## src/rtl/fir_tap_sequencer_pkg.sv

```systemverilog
// Shared types and helpers for the FIR tap sequencer.
// Also holds the address-width rule and the ring-buffer modular subtract.
package fir_tap_seq_pkg;

  typedef enum logic [1:0] {
    IDLE  = 2'd0,
    RUN   = 2'd1,
    DRAIN = 2'd2,
    DONE  = 2'd3
  } state_t;

  // One spare MSB so indices < LENGTH always leave the top bit at 0.
  function automatic int calc_addr_w(input int length);
    return $clog2(length) + 1;
  endfunction

  // No power-of-two assumption: a ring index of any length wraps correctly.
  function automatic int unsigned mod_sub(input int unsigned a,
                                          input int unsigned b,
                                          input int unsigned len);
    if (a >= b) return a - b;
    else        return a + len - b;
  endfunction

endpackage

```

## src/rtl/fir_tap_sequencer_if.sv

```systemverilog
// Handshake and memory/MAC control bundle between the tap sequencer and the FIR datapath.
// The master side is the sequencer; the slave side is the datapath and consumer.
interface fir_tap_sequencer_if #(parameter int LENGTH = 16);
  import fir_tap_seq_pkg::*;

  localparam int ADDR_W = calc_addr_w(LENGTH);

  logic              in_valid;
  logic              in_ready;
  logic              buf_we;
  logic [ADDR_W-1:0] buf_waddr;
  logic [ADDR_W-1:0] coeff_addr;
  logic [ADDR_W-1:0] samp_addr;
  logic              mac_clr;
  logic              mac_en;
  logic              out_valid;
  logic              out_ready;

  modport master (
    input  in_valid, out_ready,
    output in_ready, buf_we, buf_waddr, coeff_addr, samp_addr,
           mac_clr, mac_en, out_valid
  );

  modport slave (
    output in_valid, out_ready,
    input  in_ready, buf_we, buf_waddr, coeff_addr, samp_addr,
           mac_clr, mac_en, out_valid
  );

endinterface

```

## src/rtl/fir_tap_sequencer_mod_counter.sv

```systemverilog
// Modulo-MOD up-counter with enable, wrapping MOD-1 -> 0.
// Clear is synchronous and active-low.
module mod_counter
  import fir_tap_seq_pkg::*;
#(
  parameter int MOD = 16,
  parameter int W   = calc_addr_w(MOD)
) (
  input  logic         i_clk,
  input  logic         i_rst_n,
  input  logic         i_en,
  output logic [W-1:0] o_count
);

  logic [W-1:0] r_count;

  always_ff @(posedge i_clk) begin
    if (!i_rst_n)     r_count <= '0;
    else if (i_en)    r_count <= (r_count == W'(MOD - 1)) ? '0 : r_count + W'(1);
  end

  assign o_count = r_count;

endmodule

```

## src/rtl/fir_tap_sequencer.sv

```systemverilog
// FIR tap sequencer: walks all coefficient/sample taps per accepted sample and
// drives MAC clear/enable one cycle behind the reads. Option: FIR_TAP_SEQ_PERF_CNT_EN adds o_out_count.
//   state | meaning
//   IDLE  | ready for a sample; accept writes it to the ring buffer
//   RUN   | presenting taps 0..LENGTH-1
//   DRAIN | last MAC update for the final tap read
//   DONE  | result valid, waiting for the consumer
module fir_tap_sequencer
  import fir_tap_seq_pkg::*;
#(
  parameter int LENGTH = 16
) (
  input  logic                 i_clk,
  input  logic                 i_rst_n,
  fir_tap_sequencer_if.master  bus
`ifdef FIR_TAP_SEQ_PERF_CNT_EN
  , output logic [15:0]        o_out_count
`endif
);

  localparam int ADDR_W = calc_addr_w(LENGTH);

  state_t            r_state, w_state_next;
  logic [ADDR_W-1:0] w_wp, w_tap, r_newest;
  logic              w_accept, w_tap_en, w_tap_last;
  logic              r_mac_en, r_mac_clr;

  mod_counter #(.MOD(LENGTH), .W(ADDR_W)) u_wp (
    .i_clk   (i_clk),
    .i_rst_n (i_rst_n),
    .i_en    (w_accept),
    .o_count (w_wp)
  );

  // The tap counter wraps back to 0 on the last RUN cycle, so it is ready for the next walk.
  mod_counter #(.MOD(LENGTH), .W(ADDR_W)) u_tap (
    .i_clk   (i_clk),
    .i_rst_n (i_rst_n),
    .i_en    (w_tap_en),
    .o_count (w_tap)
  );

  assign w_tap_last = (w_tap == ADDR_W'(LENGTH - 1));

  always_ff @(posedge i_clk) begin
    if (!i_rst_n) r_state <= IDLE;
    else          r_state <= w_state_next;
  end

  always_comb begin
    w_state_next  = r_state;
    w_accept      = 1'b0;
    w_tap_en      = 1'b0;
    bus.in_ready  = 1'b0;
    bus.buf_we    = 1'b0;
    bus.out_valid = 1'b0;
    case (r_state)
      IDLE: begin
        bus.in_ready = i_rst_n;
        if (bus.in_valid && i_rst_n) begin
          w_accept     = 1'b1;
          bus.buf_we   = 1'b1;
          w_state_next = RUN;
        end
      end
      RUN: begin
        w_tap_en = 1'b1;
        if (w_tap_last) w_state_next = DRAIN;
      end
      DRAIN: w_state_next = DONE;
      DONE: begin
        bus.out_valid = 1'b1;
        if (bus.out_ready) w_state_next = IDLE;
      end
      default: w_state_next = IDLE;
    endcase
  end

  // MAC controls trail the address phase by the one-cycle memory read latency.
  always_ff @(posedge i_clk) begin
    if (!i_rst_n) begin
      r_newest  <= '0;
      r_mac_en  <= 1'b0;
      r_mac_clr <= 1'b0;
    end else begin
      if (w_accept) r_newest <= w_wp;
      r_mac_en  <= (r_state == RUN);
      r_mac_clr <= (r_state == RUN) && (w_tap == '0);
    end
  end

  assign bus.buf_waddr  = w_wp;
  assign bus.coeff_addr = w_tap;
  assign bus.samp_addr  = ADDR_W'(mod_sub(32'(r_newest), 32'(w_tap), LENGTH));
  assign bus.mac_en     = r_mac_en;
  assign bus.mac_clr    = r_mac_clr;

`ifdef FIR_TAP_SEQ_PERF_CNT_EN
  logic [15:0] r_out_count;

  always_ff @(posedge i_clk) begin
    if (!i_rst_n)                          r_out_count <= '0;
    else if (bus.out_valid && bus.out_ready) r_out_count <= r_out_count + 16'd1;
  end

  assign o_out_count = r_out_count;
`endif

endmodule

```

## src/flat_wrapper.sv

```systemverilog
// flat-port wrapper written by rule: the top's interface ports become plain ports
module fir_tap_sequencer_flat import fir_tap_seq_pkg::*;
#(
  parameter int LENGTH = 16
)
  (i_clk, i_rst_n, bus_in_valid, bus_out_ready, bus_in_ready, bus_buf_we, bus_buf_waddr, bus_coeff_addr, bus_samp_addr, bus_mac_clr, bus_mac_en, bus_out_valid);
  fir_tap_sequencer_if #(.LENGTH(LENGTH)) bus_i ();
  input  logic i_clk;
  input  logic i_rst_n;
  input wire logic [$bits(bus_i.in_valid)-1:0] bus_in_valid;
  input wire logic [$bits(bus_i.out_ready)-1:0] bus_out_ready;
  output wire logic [$bits(bus_i.in_ready)-1:0] bus_in_ready;
  output wire logic [$bits(bus_i.buf_we)-1:0] bus_buf_we;
  output wire logic [$bits(bus_i.buf_waddr)-1:0] bus_buf_waddr;
  output wire logic [$bits(bus_i.coeff_addr)-1:0] bus_coeff_addr;
  output wire logic [$bits(bus_i.samp_addr)-1:0] bus_samp_addr;
  output wire logic [$bits(bus_i.mac_clr)-1:0] bus_mac_clr;
  output wire logic [$bits(bus_i.mac_en)-1:0] bus_mac_en;
  output wire logic [$bits(bus_i.out_valid)-1:0] bus_out_valid;
  assign bus_i.in_valid = bus_in_valid;
  assign bus_i.out_ready = bus_out_ready;
  assign bus_in_ready = bus_i.in_ready;
  assign bus_buf_we = bus_i.buf_we;
  assign bus_buf_waddr = bus_i.buf_waddr;
  assign bus_coeff_addr = bus_i.coeff_addr;
  assign bus_samp_addr = bus_i.samp_addr;
  assign bus_mac_clr = bus_i.mac_clr;
  assign bus_mac_en = bus_i.mac_en;
  assign bus_out_valid = bus_i.out_valid;
  fir_tap_sequencer #(.LENGTH(LENGTH)) u_core (.i_clk(i_clk), .i_rst_n(i_rst_n), .bus(bus_i));
endmodule
```

## config.mk

```make
export PLATFORM = sky130hd
export DESIGN_NAME = fir_tap_sequencer_flat
export DESIGN_NICKNAME = d
export VERILOG_FILES = /design/src/rtl/fir_tap_sequencer_pkg.sv /design/src/rtl/fir_tap_sequencer_if.sv /design/src/rtl/fir_tap_sequencer_mod_counter.sv /design/src/rtl/fir_tap_sequencer.sv /design/src/flat_wrapper.sv
export SDC_FILE = /design/constraint.sdc
export NUM_CORES = 1
export LEC_CHECK = 0
export CAP_MARGIN = 20
export CORE_MARGIN = 4
export CORE_UTILIZATION = 49
export DETAILED_ROUTE_END_ITERATION = 8
export PLACE_DENSITY = 0.81
export SYNTH_ARGS = -nofsm -noshare
export SYNTH_HDL_FRONTEND = slang
export SYNTH_SLANG_ARGS = --single-unit
```

## constraint.sdc

```tcl
create_clock -name i_clk -period 6.3 [get_ports i_clk]
set_clock_uncertainty 0.05 [all_clocks]
set_input_delay 0.945 -clock i_clk [delete_from_list [all_inputs] [get_ports i_clk]]
set_output_delay 0.945 -clock i_clk [all_outputs]
set_load 0.005 [all_outputs]
```

==> metrics.md, run 1 <==
| Metric | Value |
|---|---|
| Cell area after synthesis | `about 1300 µm²` |
| Share of the clock period used by the worst path after layout | `0.596` |
| Starting density of the core | `0.518` |
| Reg-to-reg startpoint | `u_core.u_tap.o_count[1]$_SDFFE_PN0N_` |
| Num CTS Buffers | `3` |
| Primary flip-flop cell chosen by synthesis mapping | `dfxtp_1` |
| Row count | `18` |
| Number of port buffers | `23` |
| Diodes inserted | `0` |
| Switching part of the total | `0.361` |
| H-tree levels | `1` |
| Total detailed-routing wirelength | `~2.6 mm` |
| Met3 demand-to-capacity share in global routing | `0.0283` |
| Asr flop ratio synth | `0` |
| CP Class | `input pin to output pin` |
| Time the worst path needs with I/O delays and setup | `approximately 3800 ps` |
| Setup repair after global routing missed its margin | `no` |
| Number of antenna violations at the first check in global routing | `0` |
| Pins Over Slew Limit | `0` |
| Part of the power in combinational logic | `0.532` |
| Worst R2R End | `u_core.r_state[1]$_SDFFE_PN0P_` |
| CTS sink cnt | `19` |
| Via count of the first global-routing pass | `1096` |
| Number of nets with antenna violations after routing | `0` |
| Setup TNS Final | `0 ps` |
| Headroom to the max-slew limit | `0.633` |
| Number of top-level pins | `24` |
| Number of warnings reported in the yosys synthesis log | `0` |
| Power Total | `between 0.4 and 0.5 mW` |
| Number of synthesized register bits | `19` |
| Drc violations | `0` |
| Reg2reg setup slack | `4430 ps` |
| Path depth of the worst reg2reg path | `5` |
| TritonCTS clock tree | `done` |
| Final setup violation count | `0` |
| Final hold violations | `0` |
| Worst vdd ir | `0.000265 V` |
| Share of total power in the clock network | `0.133` |
| Required time reported for the critical path endpoint | `about 5300 ps` |
| Finished Layout Cells | `200` |
| Die extent in y | `approximately 59 µm` |
| Register share of total power | `0.335` |
| Die X | `59.2 µm` |
| Cell count after placement | `just under 200` |
| Share of layout cells above drive strength 1 | `0.0588` |
| Vias per cell | `~5.4` |
| Static leakage | `0.637 nW` |
| Met1 track demand over resource | `0.220` |
| Routed len/inst | `13.1 µm` |
| Area Overhead vs Synth | `21.3%` |
| Tightest Pin Transition | `approximately 550 ps` |
| CTS hold repair buffers | `0` |
| Crit path max fanout | `11` |
| Maximum number of pins on one net before global-route repair | `14` |
| Worst min-delay path class | `register to register` |
| Number of different library cells in the post-synthesis netlist | `38` |
| Nets | `approximately 190` |
| Run status | `finished, final reports clean` |
| Average size of a mapped cell | `8.67 µm²` |
| Routability-driven placement congestion ratio | `0.811` |
| First-pass GRT wire length | `4.73 mm` |
| Worst hold-check slack | `around 430 ps` |
| Critical path data arrival time | `2760 ps` |
| Hold path startpoint | `u_core.r_newest[0]$_SDFFE_PN0P_` |
| Estimated wirelength of the detail-placed design | `2.11 mm` |
| Number of enable flip-flop cells after synthesis | `0` |
| P_sw | `around 0.17 mW` |
| Worst skew pair latency | `290 ps` |
| Number of buffers inserted to repair setup after CTS | `0` |
| Power Internal | `0.292 mW` |
| Total die area | `around 3500 µm²` |
| Overflow after GRT | `0` |
| Number of gates given a new drive strength after cts | `0` |
| Root buffer cell | `clkbuf_4` |
| CTS clock-pin slew for the worst setup and hold paths | `110 ps` |
| Core area | `roughly 2500 µm²` |
| Total of fill cells in the finished design | `roughly 220` |
| Final Worst Setup Slack | `between 2000 and 3000 ps` |
| Post-synthesis instance total | `about 150` |
| Setup slack at placement | `roughly 2600 ps` |
| Worst hold path cell count | `2` |
| Max Cap Viol | `0` |
| Number of nets produced by synthesis | `170` |
| Hold-critical path endpoint | `u_core.r_newest[0]$_SDFFE_PN0P_` |
| GRT Util Overall | `0.172` |
| Total power per unit cell area | `roughly 290 nW/µm²` |
| Via Count | `~1100` |
| Post-synthesis sequential area ratio | `0.297` |
| Busiest metal layer after global routing | `met2` |
| Launching element type of the critical path | `input pin` |
| DRT Pass-1 Iters | `4` |
| GR met2 Demand/Resource | `0.298` |
| Maximum clock path buffer count | `2` |
| Violation count after the first detailed-routing iteration | `24` |
| Highest clock rate | `approximately 270 MHz` |
| Nature of the critical path endpoint | `output pin` |
==> power groups by stage <==
stage	Clock (mW)	Combinational [mW]	Sequential [mW]
4_1_cts	0.0634	0.245	0.154
3_5_place_dp	0	0.244	0.156
6_report	0.0608	0.243	0.153
3_3_place_gp	0	0.234	0.155
5_1_grt	0.0691	0.273	0.157
2_1_floorplan	0	0.146	0.153
==> metrics by stage <==
| stage | cell area, µm² | util |
|---|---|---|
| floorplan | 1280 | - |
| global placement | 1530 | 0.617 |
| detailed placement | 1530 | 0.617 |
| CTS | 1560 | 0.628 |
| global route | 1560 | 0.628 |
| finish | 1560 | 0.628 |
==> per-layer routing <==
| metal | vias to the layer above | share of wire |
|---|---|---|
| li1 | 552 | - |
| met4 | 0 | 0.0019 |
| met3 | 2 | 0.041 |
| met2 | 23 | 0.51 |
| met1 | 509 | 0.45 |
| met5 | - | 0 |
==> registers in the layout, indices dropped and copies added, names as in the netlist <==
signal,count
u_core.u_tap.o_count,5
u_core.bus.mac_en,1
u_core.r_state,2
u_core.u_wp.o_count,5
u_core.r_newest,5
u_core.bus.mac_clr,1
==> synthesized netlist by cell type (all sizes together), types with 2 or more instances <==
library cell  number  area share
o21ai              6       0.023
ha                15        0.15
a31oi              3       0.015
mux2i              2       0.016
dfxtp             19        0.30
nand2             15       0.044
clkbuf             2      0.0059
fa                 3       0.047
a21oi              7       0.027
o211ai             2       0.012
nor2b              2      0.0098
o211a              2       0.016
inv               20       0.071
nor2              10       0.029
xor2               4       0.027
nand3              7       0.027
and2               2      0.0098
nand2b             2      0.0098
buf                3       0.012
nor3b              3       0.018
o31ai              3       0.018
xnor2              2       0.014
or2                2      0.0098
==> critical path, stage by stage <==
cell and delay [ps]:
clkdlybuf4s50_1 640, nand3_1 360, inv_2 270, clkdlybuf4s50_1 540
==> placed cells by master (no fill, tap or decap), drive strengths merged, types with 2 or more instances in the layout <==
cell	count
nor2b	2
clkbuf	3
xnor2	2
o211ai	2
xor2	4
a31oi	3
dfxtp	19
o31ai	3
or2	2
ha	15
nand2b	2
inv	20
nor2	10
nand2	15
clkdlybuf4s50	23
o211a	2
mux2i	2
a21oi	7
and2	2
fa	3
nor3b	3
o21ai	6
nand3	7
==> how the worst max path moves through the flow <==
stage                                         start                to  slack [ps]
6_report                                    i_rst_n        bus_buf_we        2540
5_1_grt        u_core.u_tap.o_count[3]$_SDFFE_PN0N_  bus_samp_addr[4]        2340
4_1_cts        u_core.u_tap.o_count[3]$_SDFFE_PN0N_  bus_samp_addr[4]        2530
3_5_place_dp                                i_rst_n        bus_buf_we        2570
3_3_place_gp                                i_rst_n        bus_buf_we        2670
2_1_floorplan  u_core.u_tap.o_count[2]$_SDFFE_PN0N_  bus_samp_addr[4]        3530
==> area by class of cell <==
type,count,area [µm²],area share
Multi-Input combinational cell,104,788,0.507
Sequential cell,19,380,0.245
Timing Repair Buffer,23,230,0.148
Inverter,20,91.3,0.0587
Tap cell,30,37.5,0.0241
Clock buffer,3,22.5,0.0145
Clock inverter,1,5.00,0.00322
==> cells by family after synthesis <==
family                   after synthesis  share of synthesized area
adder cells (fa/ha/maj)               18                      0.193
buffers and inverters                 25                     0.0888
XOR/XNOR                               6                     0.0410
multiplexers                           2                     0.0156
flip-flops                            19                      0.297
AND/OR/NAND/NOR                       45                      0.182
AO/OA/AOI/OAI                         33                      0.182
No activity file was read; power rests on OpenSTA's default activity.
==> inputs of run 2 (changes only) <==
- clock period: 6.3 -> 3.8 ns (I/O delays scaled with it)
==> metrics.md, run 2 (synthesis results as in run 1) <==
| Metric | Value |
|---|---|
| Share of the clock period used by the worst path after layout | `0.883` |
| DRT Pass-1 Iters | `4 (unchanged)` |
| Final setup violation count | `0 (unchanged)` |
| CTS sink cnt | `19 (unchanged)` |
| Critical path data arrival time | `2730 ps (-30 ps)` |
| Power Total | `0.753 mW (+65%)` |
| Highest clock rate | `about 300 MHz` |
| Static leakage | `0.635 nW (-0.43%)` |
| Final hold violations | `0 (unchanged)` |
| Worst hold-check slack | `431 ps (-2.78 ps)` |
| Via count of the first global-routing pass | `1039 (-5.2%)` |
| Number of nets with antenna violations after routing | `0 (unchanged)` |
| Worst skew pair latency | `290 ps (about the same)` |
| Longest individual stage delay on the worst path | `550 ps (-90 ps)` |
| Drc violations | `0 (unchanged)` |
| Max Cap Viol | `0 (unchanged)` |
| Crit path max fanout | `9 (-2)` |
| Time the worst path needs with I/O delays and setup | `between 3000 and 4000 ps` |
| Met1 track demand over resource | `0.206 (-0.0137)` |
| Nature of the critical path endpoint | `output pin` |
| Count of buffer and inverter cells on the critical path | `2 (-1)` |
| Required time reported for the critical path endpoint | `3180 ps (-2120 ps)` |
| CP Class | `register to output pin` |
| Routed len/inst | `12.7 µm (-3.6%)` |
| Total die area | `3500 µm² (unchanged)` |
| Worst min-delay path class | `register to register` |
| First-pass GRT wire length | `4.40 mm (-7.0%)` |
| CTS hold repair buffers | `0 (unchanged)` |
| Maximum number of pins on one net before global-route repair | `14 (unchanged)` |
| CP cell instances | `inv_1 > ha_1 > xor2_1 > ha_1 > a21oi_1 > xnor2_1 > o21ai_0 > o31ai_1 > clkdlybuf4s50_1` |
| Die X | `59.2 µm (unchanged)` |
| Number of port buffers | `23 (unchanged)` |
| Met3 demand-to-capacity share in global routing | `0.0327 (+0.00436)` |
| Vias per cell | `5.41 (-0.46%)` |
| Number of top-level pins | `24 (unchanged)` |
| Worst vdd ir | `0.000340 V (+28%)` |
| H-tree levels | `1 (unchanged)` |
| Violation count after the first detailed-routing iteration | `32 (+33%)` |
| GR met2 Demand/Resource | `0.268 (-0.0300)` |
| Setup repair after global routing missed its margin | `no` |
| Busiest metal layer after global routing | `met2` |
| Total power per unit cell area | `484 nW/µm² (+65%)` |
| Headroom to the max-slew limit | `0.668 (+0.0347)` |
| Maximum clock path buffer count | `2 (unchanged)` |
| Total of fill cells in the finished design | `230 (+3.1%)` |
| Number of antenna violations at the first check in global routing | `0 (unchanged)` |
| Setup TNS Final | `0 ps (unchanged)` |
| Tightest Pin Transition | `499 ps (-52.1 ps)` |
| Number of buffers inserted to repair setup after CTS | `0 (unchanged)` |
| Launching element type of the critical path | `register` |
| Area of combinational cells with multiple inputs | `788 µm² (unchanged)` |
| Num CTS Buffers | `3 (unchanged)` |
| Share of layout cells above drive strength 1 | `0.0529 (-0.00588)` |
| Most frequent cells in the layout | `clkdlybuf4s50_1 (23), dfxtp_1 (19), inv_1 (16)` |
| Routability-driven placement congestion ratio | `0.858 (+5.8%)` |
| Run status | `finished, final reports clean` |
| Row count | `18 (unchanged)` |
| Number of gates given a new drive strength after cts | `0 (unchanged)` |
| TritonCTS clock tree | `done` |
| Critical path's most frequent cell | `ha_1` |
| Pins Over Slew Limit | `0 (unchanged)` |
| Nets | `193 (unchanged)` |
| CTS clock-pin slew for the worst setup and hold paths | `100 ps (about the same)` |
| Estimated wirelength of the detail-placed design | `2.00 mm (-5.2%)` |
| Die extent in y | `59.2 µm (unchanged)` |
| Library cell contributing the largest single delay on the critical path | `clkdlybuf4s50_1` |
| Most common cell after layout, fill and taps aside | `clkdlybuf4s50_1` |
| Root buffer cell | `clkbuf_4` |
| GRT Util Overall | `0.157 (-0.0150)` |
| Starting density of the core | `0.518 (unchanged)` |
| Diodes inserted | `0 (unchanged)` |
| Overflow after GRT | `0 (unchanged)` |
| Total detailed-routing wirelength | `2.53 mm (-3.6%)` |
| Dominant delay contributor by cell family on the critical path | `buffers and inverters` |
| Via Count | `1081 (-0.46%)` |
| Area Overhead vs Synth | `21.2% (about the same)` |
| Core area | `2480 µm² (unchanged)` |
| Total area of sequential cells | `380 µm² (unchanged)` |
## run 2: cell types whose count changed in the layout (fill, tap and decap cells not counted), sizes merged
cell / previous run / this run
clkbuf: 3 / 4
clkinv: 1 / 0
## run 2: worst paths after layout
path / startpoint / endpoint / slack, ps / depth (start not counted)
max: u_core.u_tap.o_count[2]$_SDFFE_PN0N_ / bus_samp_addr[3] / 450 / 9
min: u_core.r_newest[0]$_SDFFE_PN0P_ / u_core.r_newest[0]$_SDFFE_PN0P_ / 430 / 2
max reg2reg: u_core.u_tap.o_count[1]$_SDFFE_PN0N_ / u_core.r_state[1]$_SDFFE_PN0P_ / 1940 / 5
min reg2reg: u_core.r_newest[0]$_SDFFE_PN0P_ / u_core.r_newest[0]$_SDFFE_PN0P_ / 430 / 2
## run 2: final cells by class
| type | instances | share of cell area |
|---|---|---|
| clock buffer | 4 | 0.0169 |
| sequential | 19 | 0.245 |
| tap | 30 | 0.0242 |
| inverter | 20 | 0.0588 |
| multi-input combinational | 104 | 0.507 |
| timing repair buffer | 23 | 0.148 |
## run 2: metal layers
| metal | vias up | share of wire |
|---|---|---|
| li1 | 557 | - |
| met1 | 496 | 0.48 |
| met2 | 28 | 0.48 |
| met3 | 0 | 0.048 |
| met4 | 0 | 0 |
| met5 | - | 0 |
## run 2: worst reg2reg max path: stages, from the launching register on
cell and delay [ps]:
dfxtp_1 470, ha_1 280, nand4b_4 130, a222oi_1 530, mux2i_1 240, nor2_1 50
## run 2: power breakdown
part / switching (mW) / internal (mW) / leakage [nW]
clock: 0.0571 / 0.0407 / 0.0150
combinational: 0.181 / 0.220 / 0.466
sequential: 0.0287 / 0.225 / 0.154
## run 2: stage by stage
| stage | worst slack, ps | area [µm²] | utilization | cells |
|---|---|---|---|---|
| 3_5_place_dp | 763 | 1530 | 0.617 | 196 |
| 6_report | 446 | 1550 | 0.627 | 200 |
| 2_1_floorplan | 1410 | 1280 | - | 148 |
| 5_1_grt | 185 | 1550 | 0.627 | 200 |
| 3_3_place_gp | 787 | 1530 | 0.617 | 196 |
| 4_1_cts | 421 | 1550 | 0.627 | 200 |
==> inputs of run 3 (changes only) <==
- CTS_CLUSTER_DIAMETER: not set -> 80
- REMOVE_ABC_BUFFERS: not set -> 1
==> metrics.md, run 3 (synthesis results as in run 1) <==
| Metric | Value |
|---|---|
| Nature of the critical path endpoint | `output pin` |
| CP cell instances | `inv_1 > ha_1 > xor2_1 > ha_1 > a21oi_1 > xnor2_1 > o21ai_0 > o31ai_1 > clkdlybuf4s50_1` |
| Number of antenna violations at the first check in global routing | `0 (unchanged)` |
| Worst hold-check slack | `424 ps (-6.80 ps)` |
| Area of all placed cells without fillers | `1550 µm² (unchanged)` |
| First-pass GRT wire length | `4.62 mm (+5.2%)` |
| Launching element type of the critical path | `register` |
| Longest individual stage delay on the worst path | `540 ps (about the same)` |
| Maximum clock path buffer count | `2 (unchanged)` |
| Tightest Pin Transition | `546 ps (+47.9 ps)` |
| Number of buffers inserted to repair setup after CTS | `0 (unchanged)` |
| Run status | `finished, final reports clean` |
| Die X | `59.2 µm (unchanged)` |
| Share of layout cells above drive strength 1 | `0.0529 (unchanged)` |
| Total power per unit cell area | `484 nW/µm² (about the same)` |
| Pins Over Slew Limit | `0 (unchanged)` |
| Core area | `2480 µm² (unchanged)` |
| Violation count after the first detailed-routing iteration | `28 (-13%)` |
| Root buffer cell | `clkbuf_4` |
| H-tree levels | `1 (unchanged)` |
| Final setup violation count | `0 (unchanged)` |
| CTS sink cnt | `19 (unchanged)` |
| Routability-driven placement congestion ratio | `0.827 (-3.6%)` |
| Drc violations | `0 (unchanged)` |
| Overflow after GRT | `0 (unchanged)` |
| Worst hold path cell count | `2 (unchanged)` |
| Die extent in y | `59.2 µm (unchanged)` |
| Diodes inserted | `0 (unchanged)` |
| Number of gates given a new drive strength after cts | `0 (unchanged)` |
| Area of combinational cells with multiple inputs | `788 µm² (unchanged)` |
| Highest clock rate | `296 MHz (-0.70%)` |
| Number of top-level pins | `24 (unchanged)` |
| Cell area after placement | `1530 µm² (unchanged)` |
| Number of nets with antenna violations after routing | `0 (unchanged)` |
| Worst min-delay path class | `register to register` |
| Final hold violations | `0 (unchanged)` |
| Routed len/inst | `13.1 µm (+3.7%)` |
| Crit path max fanout | `9 (unchanged)` |
| Share of the clock period used by the worst path after layout | `0.889 (+0.00619)` |
| Total area of sequential cells | `380 µm² (unchanged)` |
| Number of port buffers | `23 (unchanged)` |
| TritonCTS clock tree | `done` |
| GRT Util Overall | `0.166 (+0.00814)` |
| Library cell contributing the largest single delay on the critical path | `clkdlybuf4s50_1` |
| Required time reported for the critical path endpoint | `3180 ps (about the same)` |
| CTS clock-pin slew for the worst setup and hold paths | `100 ps (about the same)` |
| Setup repair after global routing missed its margin | `no` |
| Critical path data arrival time | `2760 ps (+30 ps)` |
| Total die area | `3500 µm² (unchanged)` |
| Estimated wirelength of the detail-placed design | `2.09 mm (+4.7%)` |
| Worst skew pair latency | `280 ps (about the same)` |
| Most frequent cells in the layout | `clkdlybuf4s50_1 (23), dfxtp_1 (19), inv_1 (16)` |
| Starting density of the core | `0.518 (unchanged)` |
| Row count | `18 (unchanged)` |
| Setup TNS Final | `0 ps (unchanged)` |
| Headroom to the max-slew limit | `0.636 (-0.0319)` |
| Max Cap Viol | `0 (unchanged)` |
| Total of fill cells in the finished design | `206 (-10%)` |
| CTS hold repair buffers | `0 (unchanged)` |
| Worst vdd ir | `0.000391 V (+15%)` |
| Critical path's most frequent cell | `ha_1` |
| Num CTS Buffers | `3 (unchanged)` |
| Area Overhead vs Synth | `21.2% (unchanged)` |
| Vias per cell | `5.41 (unchanged)` |
| Via count of the first global-routing pass | `1072 (+3.2%)` |
| CP Class | `register to output pin` |
| Path depth of the worst reg2reg path | `5 (unchanged)` |
| Time the worst path needs with I/O delays and setup | `3380 ps (+23.5 ps)` |
| Most common cell after layout, fill and taps aside | `clkdlybuf4s50_1` |
| Finished Layout Cells | `200 (unchanged)` |
| Static leakage | `0.635 nW (unchanged)` |
| Total detailed-routing wirelength | `2.63 mm (+3.7%)` |
| Cell count after placement | `196 (unchanged)` |
| Via Count | `1081 (unchanged)` |
| Nets | `193 (unchanged)` |
| DRT Pass-1 Iters | `4 (unchanged)` |
| Maximum number of pins on one net before global-route repair | `14 (unchanged)` |
==> run 3: critical path, delay by kind of cell, from the launching register on <==
kind                       cells  cell delay [ps]
AOI/OAI and AO/OA              3              360
xor gates and xnor gates       2              340
adders and majority gates      2              640
buffers and inverters          2              670
DFF                            1              470
==> run 3: cell type report <==
type | instances | area share
clock buffer | 4 | 0.0169
sequential | 19 | 0.245
multi-input combinational | 104 | 0.507
timing repair buffer | 23 | 0.148
tap | 30 | 0.0242
inverter | 20 | 0.0588
==> run 3: worst paths after layout <==
check | slack, ps | start | endpoint
worst max-delay path | 420 | u_core.u_tap.o_count[2]$_SDFFE_PN0N_ | bus_samp_addr[3]
worst min register to register | 420 | u_core.r_newest[0]$_SDFFE_PN0P_ | u_core.r_newest[0]$_SDFFE_PN0P_
worst min-delay path | 420 | u_core.r_newest[0]$_SDFFE_PN0P_ | u_core.r_newest[0]$_SDFFE_PN0P_
worst max register to register | 1920 | u_core.u_tap.o_count[1]$_SDFFE_PN0N_ | u_core.r_state[0]$_SDFFE_PN0P_
==> run 3: routing by layer <==
metal	part of all wire	global-route usage	vias to the layer above
met3	0.035	0.0261	0
met5	0	0	-
met4	0	0.0356	0
met1	0.47	0.213	517
met2	0.50	0.290	17
li1	-	-	547
==> run 3: where the power goes <==
part | switching (mW) | internal [mW] | total (mW)
clock | 0.0558 | 0.0407 | 0.0965
combinational | 0.182 | 0.220 | 0.402
sequential | 0.0282 | 0.225 | 0.254
==> run 3: through the flow <==
step | setup WS (ps) | util | total power [mW]
4_1_cts | 396 | 0.627 | 0.761
2_1_floorplan | 1410 | - | 0.492
3_3_place_gp | 786 | 0.617 | 0.647
3_5_place_dp | 730 | 0.617 | 0.661
6_report | 423 | 0.627 | 0.752
5_1_grt | 223 | 0.627 | 0.815
